<file path="src/rtl/regbank.sv">
// rtl/regbank.sv - 32x32 register file, two async read ports, one sync write port, reg 0 reads zero
module regbank #(
   parameter int DATA_W = 32,
   parameter int ADDR_W = 5
) (
   input  logic              clk,
   input  logic              rst,
   input  logic              we3,
   input  logic [ADDR_W-1:0] a1,
   input  logic [ADDR_W-1:0] a2,
   input  logic [ADDR_W-1:0] a3,
   input  logic [DATA_W-1:0] wd3,
   output logic [DATA_W-1:0] rd1,
   output logic [DATA_W-1:0] rd2
);

   localparam int DEPTH = 2 ** ADDR_W;

   logic [DATA_W-1:0] r_mem [DEPTH];
   logic              w_wr_en;

   // Entry 0 is never written; the read muxes also force it to zero so it is clean before reset.
   assign w_wr_en = we3 && (a3 != '0);

   always_ff @(posedge clk or negedge rst) begin
      if (!rst) begin
         for (int i = 0; i < DEPTH; i++) begin
            r_mem[i] <= '0;
         end
      end else if (w_wr_en) begin
         r_mem[a3] <= wd3;
      end
   end

   assign rd1 = (a1 == '0) ? '0 : r_mem[a1];
   assign rd2 = (a2 == '0) ? '0 : r_mem[a2];

endmodule

</file>
<file path="config.mk">
export PLATFORM = sky130hd
export DESIGN_NAME = regbank
export DESIGN_NICKNAME = d
export VERILOG_FILES = /design/src/rtl/regbank.sv
export SDC_FILE = /design/constraint.sdc
export NUM_CORES = 2
export LEC_CHECK = 0
export CAP_MARGIN = 20
export CORE_MARGIN = 2
export CORE_UTILIZATION = 50
export CTS_CLUSTER_DIAMETER = 40
export CTS_CLUSTER_SIZE = 30
export DETAILED_ROUTE_END_ITERATION = 10
export PLACE_DENSITY_LB_ADDON = 0.2
export SLEW_MARGIN = 0
export SYNTH_ARGS = -nofsm -noshare
export SYNTH_HDL_FRONTEND = slang
export SYNTH_SLANG_ARGS = --single-unit
</file>
<file path="constraint.sdc">
create_clock -name clk -period 4.6 [get_ports clk]
set_clock_uncertainty 0.05 [all_clocks]
set_input_delay 0.69 -clock clk [delete_from_list [all_inputs] [get_ports clk]]
set_output_delay 0.69 -clock clk [all_outputs]
set_load 0.005 [all_outputs]
</file>
Word level (Yosys, flattened, before mapping) --
Index checks and enable logic that the tools add are counted. Widths: inputs -> output; s select.
Storage, ports and cells: bits in registers 1024, output and inout bits 64, input port bits 50
Operators by class: bitwise gates (word level) 3, mux-type cells 11, $lt $le $gt $ge 4, reductions and logical operators 5
Operators by type and width (number):
- $bwmux 1024 | 1
- $bmux 32 s5 | 2
- $mux 32 | 7
- $demux 32 s5 | 1
- $ge 6x6->1 const B | 3
- $not 5->6 | 3
- $logic_not 5->1 | 2
- $lt 6x1->1 const B | 1
- $reduce_bool 5->1 | 1
- $logic_and 1x1->1 | 2

Logic depth before layout (Yosys ltp) --
depth in word-level cells 6, depth in mapped cells 7, gate-level depth less buffers 4

Worst setup path after synthesis --
Ideal clock, no wire load.
path type input to output, start point in a2[1], end point out rd2[0], path slack 1.756 ns, stages on the path 6, required time 3.860 ns, data arrival time 2.104 ns, cells stage by stage buf_2 buf_2 mux4_2 mux2_2 o21ai_0 a311oi_1
Between the ends: cells in the longest elaborated chain, start to end 5
RTL lines:
- start: declaration | line 10 | input logic [ADDR_W-1:0] a2,
- $not 5->6 (not written as such) | line 36 | assign rd2 = (a2 == '0) ? '0 : r_mem[a2];
- $bmux 32 s5 | line 36
- $mux 32 (not written as such) (2 in a row) | line 36
- $mux 32 * | line 36
- end: declaration | line 14 | output logic [DATA_W-1:0] rd2
Every way passes the cells marked *; elsewhere a longest branch is shown, timed or not. The select of a mux whose other input is x is not followed.

Worst setup path in the final report --
start point in a1[0], end point out rd1[9]
Between the ends: cells in the longest elaborated chain, start to end 5
RTL lines:
- start: declaration | line 9 | input logic [ADDR_W-1:0] a1,
- $not 5->6 (not written as such) | line 35 | assign rd1 = (a1 == '0) ? '0 : r_mem[a1];
- $bmux 32 s5 | line 35
- $mux 32 (not written as such) (2 in a row) | line 35
- $mux 32 * | line 35
- end: declaration | line 13 | output logic [DATA_W-1:0] rd1,
Marked as above.

==> PnR_summary.wiki <==
{| class="wikitable"
! Metric !! Value
|-
| Class of the most critical setup path || input port to output pin
|-
| Width of the die || 334 um
|-
| Routability cong. || 0.838
|-
| Die footprint || 111000 um^2
|-
| Clock latency reported for the late side of the worst-skew pair || 0.76 ns
|-
| Antenna viol nets, final || 0
|-
| Final hold violation count || 0
|-
| Synth-to-Final Area Change || 16.6%
|-
| Mean instance size in the synthesized netlist || 15.0 um^2
|-
| Final critical-path required period || 4.38 ns
|-
| Share of cells above drive strength 1 || 53.4%
|-
| Finished Core Util || 59.0%
|-
| Number of standard cells in the final layout excluding fillers || 5185
|-
| Largest register by flop count || r_mem
|-
| Portion of total power attributed to the clock network || 42.1%
|-
| Run status || complete, no violations
|-
| Number of iterations in the first detailed-routing pass || 6
|-
| Fraction of synthesized cell area taken by the top area cell type || 47.1%
|-
| Capturing element type of the critical path || output pin
|-
| CP endpoint || rd1[9]
|-
| Cell internal power dissipation || 22.2 mW
|-
| Switching fraction of total power || 26.7%
|-
| Reg2Reg Depth || 1
|-
| Number of clock sinks || 1024
|-
| Number of filler instances in the final layout || 8054
|-
| Post-Place Worst Slack || 0.255 ns
|-
| Final-layout setup total negative slack || 0 ns
|-
| Die height || 334 um
|-
| Count of flip-flops with a built-in enable after synthesis || 0
|-
| Critical path depth || 8
|-
| Most used flip-flop cell after synthesis || sky130_fd_sc_hd__dfrtp_1
|-
| Post-synth ARST share || 100%
|-
| Max stage delay on crit path || 0.68 ns
|-
| Via total after detailed routing || 36600
|-
| Max-slew violations || 0
|-
| Share of the yosys chip area belonging to registers || 47.1%
|-
| Cell with the largest stage delay on the worst path || sky130_fd_sc_hd__a311oi_1
|-
| Post-Route WL || 182000 um
|-
| Maximum number of pins on one net before global-route repair || 130
|-
| Area of the placeable core || 108000 um^2
|-
| VDD IR max || 342 uV
|-
| Sequential fraction of design power || 39.8%
|-
| Worst Hold Class || register to register
|-
| Cell taking the most area after synthesis || sky130_fd_sc_hd__dfrtp_1
|-
| Multiplexer area fraction after synthesis || 42.8%
|-
| Reported max-cap violation count || 0
|-
| Yosys warnings || 0
|-
| Initial DRC Count || 3913
|-
| Net switching power || 8.07 mW
|-
| Transition time at the pin with the least slew margin || 1.12 ns
|-
| Critical Path AT || 3.64 ns
|-
| Unrepaired setup endpoints after global routing || no
|-
| Fraction of power consumed by combinational cells || 18.0%
|-
| CP required || 3.86 ns
|-
| Total of flip-flops plus latches after synthesis || 1024
|-
| Post-synthesis cell area || 54400 um^2
|-
| Relative slew slack || 25.0%
|-
| Top delay family on crit path || buffers and inverters
|-
| Flip-flop count of the largest register after layout || 1024
|-
| Setup Fix Bufs, Post-CTS || 0
|-
| Area share of fa/ha/maj cells after synthesis || 0%
|-
| Starting utilization of the core area || 50.6%
|-
| Distinct cell type count of the synthesized netlist || 35
|-
| Count of buffering cells on the critical path with inverters included || 5
|-
| Average wire length per cell after detail routing || 35.1 um
|-
| R2r setup slk || 3.72 ns
|-
| Post-placement cell count || 4896
|-
| Power per Cell Area || 477 nW/um^2
|-
| Crit Reg-Reg Startpoint || r_mem[454]
|-
| Final HPWL from detailed placement || 109000 um
|-
| Kind of launch point of the worst setup path || input port
|-
| Global-route usage over all layers || 32.8%
|-
| IO Count || 114
|-
| Number of H-tree levels || 4
|-
| Post-Syn Nets || 3671
|-
| Static Leak || 27.1 nW
|-
| Total area of multi-input combinational cells || 27000 um^2
|-
| Combinational family with the most area after synthesis || multiplexers
|-
| Count of buffers from port buffering || 113
|-
| Number of nets in the layout || 3702
|-
| Syn Inst Count || 3621
|-
| Clock root buffer || sky130_fd_sc_hd__clkbuf_16
|-
| Number of vias per cell after detailed routing || 7.05
|-
| Grt total ovfl || 0
|-
| Clock transition at the registers of the reported paths || 0.05 ns
|-
| Initial antenna violation count || 12
|-
| Leading cell types by total area after synthesis || sky130_fd_sc_hd__dfrtp_1 47%, sky130_fd_sc_hd__mux2_2 22%, sky130_fd_sc_hd__mux4_2 19%, sky130_fd_sc_hd__mux2i_1 2.4%, sky130_fd_sc_hd__buf_2 1.6%
|-
| Global-route wire length before repair || 266000 um
|-
| Simple-Gate Fraction of Synth Area || 1.61%
|-
| Storage cell area || 25600 um^2
|-
| Maximum fanout encountered on the critical timing path || 30
|-
| Clock tree from TritonCTS || yes
|-
| Number of global-route vias before repair || 38500
|-
| Worst-case setup margin in the final layout || 0.218 ns
|-
| Most Frequent Cell on Critical Path || sky130_fd_sc_hd__buf_4
|-
| Regs by FF count || r_mem (1024)
|-
| Crit path cell chain || buf_6, buf_4, and2_2, buf_4, a22oi_1, a311oi_1, buf_4, clkdlybuf4s50_1
|-
| Max Buffers Root-to-Sink || 3
|-
| Final setup violation count || 0
|-
| Origin of the worst setup path || a1[0]
|-
| Endpoint of the lowest-slack register-to-register path || r_mem[454]
|-
| Post-detailed-route DRC marker count || 0
|-
| Period utilization || 95.3%
|-
| Placement Rows || 120
|-
| Share of the synthesized area in compound gates (AO/OA/AOI/OAI) || 4.84%
|-
| Clock buffer count from CTS || 151
|-
| Post-synthesis share of cell area spent on xor and xnor gates || 0%
|-
| Upper clock frequency limit || 228 MHz
|}
[cell families (layout without fill, tap and decap cells)]
group           count (synthesis)  count (layout)
buf+inv                       434             589
simple gates                  165             165
other cells                     0               6
flops                        1024            1024
mux                          1632            1632
compound gates                366             366
[per-layer routing]
| metal | vias up | part of all wire (%) | GRT usage [%] | wire [um] |
|---|---|---|---|---|
| met5 | - | 0.024 | 0 | 43 |
| met4 | 6 | 5.0 | 16.1 | 9170 |
| met3 | 513 | 9.4 | 7.91 | 17200 |
| met2 | 2032 | 46 | 50.0 | 84200 |
| met1 | 19800 | 39 | 44.4 | 71100 |
| li1 | 14200 | - | - | - |
[metrics by stage]
stage	total power, mW	hold WS [ns]	instance area [um^2]
after floorplan	15.6	0.344	54400
after global placement	17.1	0.327	57600
after detailed placement	17.5	0.334	57600
after CTS	30.3	0.344	63300
after global routing	31.3	0.359	63400
final	30.3	0.345	63400
[how the worst min path moves through the flow]
stage | endpoint | cells after the start | from | slack, ns
floorplan | r_mem[0] | 0 | rst | 0.34
global placement | r_mem[1023] | 0 | r_mem[1023] | 0.33
detailed placement | r_mem[1022] | 0 | r_mem[1022] | 0.33
CTS | r_mem[1022] | 0 | r_mem[1022] | 0.34
global route | r_mem[1019] | 0 | r_mem[1019] | 0.36
finish | r_mem[1022] | 0 | r_mem[1022] | 0.35
[cell type report]
cell class,count,area share (%)
diodes,6,0.0237
flip-flops and latches,1024,40.4
inverters,2,0.0158
well taps,1403,2.77
repair buffers,310,5.34
clock inverters,91,2.12
multi-input cells,2163,42.6
clock buffers,186,6.73
[cells in the final DEF (no fill, tap or decap), types with 3 or more instances in the layout]
| master | n |
|---|---|
| sky130_fd_sc_hd__inv_6 | 15 |
| sky130_fd_sc_hd__clkinv_8 | 3 |
| sky130_fd_sc_hd__clkbuf_1 | 7 |
| sky130_fd_sc_hd__o21ai_0 | 101 |
| sky130_fd_sc_hd__o2111ai_1 | 18 |
| sky130_fd_sc_hd__clkinv_4 | 12 |
| sky130_fd_sc_hd__dfrtp_1 | 1024 |
| sky130_fd_sc_hd__mux2i_1 | 128 |
| sky130_fd_sc_hd__or3_2 | 3 |
| sky130_fd_sc_hd__mux4_2 | 448 |
| sky130_fd_sc_hd__mux2_1 | 10 |
| sky130_fd_sc_hd__buf_8 | 6 |
| sky130_fd_sc_hd__nor2b_1 | 66 |
| sky130_fd_sc_hd__a22oi_1 | 64 |
| sky130_fd_sc_hd__clkdlybuf4s50_1 | 102 |
| sky130_fd_sc_hd__clkbuf_8 | 21 |
| sky130_fd_sc_hd__buf_4 | 136 |
| sky130_fd_sc_hd__clkbuf_16 | 159 |
| sky130_fd_sc_hd__nand2_2 | 11 |
| sky130_fd_sc_hd__buf_12 | 56 |
| sky130_fd_sc_hd__a311oi_1 | 64 |
| sky130_fd_sc_hd__bufinv_16 | 27 |
| sky130_fd_sc_hd__clkinv_2 | 15 |
| sky130_fd_sc_hd__inv_8 | 4 |
| sky130_fd_sc_hd__nand4b_1 | 3 |
| sky130_fd_sc_hd__nand2b_1 | 3 |
| sky130_fd_sc_hd__mux2_2 | 1046 |
| sky130_fd_sc_hd__diode_2 | 6 |
| sky130_fd_sc_hd__nor2_4 | 14 |
| sky130_fd_sc_hd__clkinvlp_4 | 16 |
| sky130_fd_sc_hd__buf_2 | 4 |
| sky130_fd_sc_hd__nor2b_4 | 5 |
| sky130_fd_sc_hd__a211oi_1 | 64 |
| sky130_fd_sc_hd__a221oi_1 | 46 |
| sky130_fd_sc_hd__nand2_1 | 38 |
| sky130_fd_sc_hd__nor2_1 | 5 |
| sky130_fd_sc_hd__o21ai_1 | 9 |
[timing repair]
item | CTS | global route
gates resized for setup | 0 | 0
hold buffers | 1 | 0
hold endpoints to repair | 77 | 0
[power by group through the flow]
stage	sequential (mW)	combinational [mW]	clock [mW]
detailed placement	12.1	5.42	0
floorplan	11.6	3.95	0
global placement	11.9	5.23	0
finish	12.1	5.46	12.7
global route	12.2	5.78	13.3
CTS	12.0	5.44	12.9
[synthesized netlist by cell type (all sizes together) (3+ instances only)]
cell type  number
clkbuf        225
buf           207
nor3            3
nand4b          3
o2111ai        18
or3             3
nor2b          71
o21ai         110
a22oi          64
nor2           19
nand2          49
a221oi         46
mux2i         128
dfrtp        1024
mux4          448
a311oi         64
mux2         1056
nand2b          5
a211oi         64
Power figures use the tool's default switching activity.
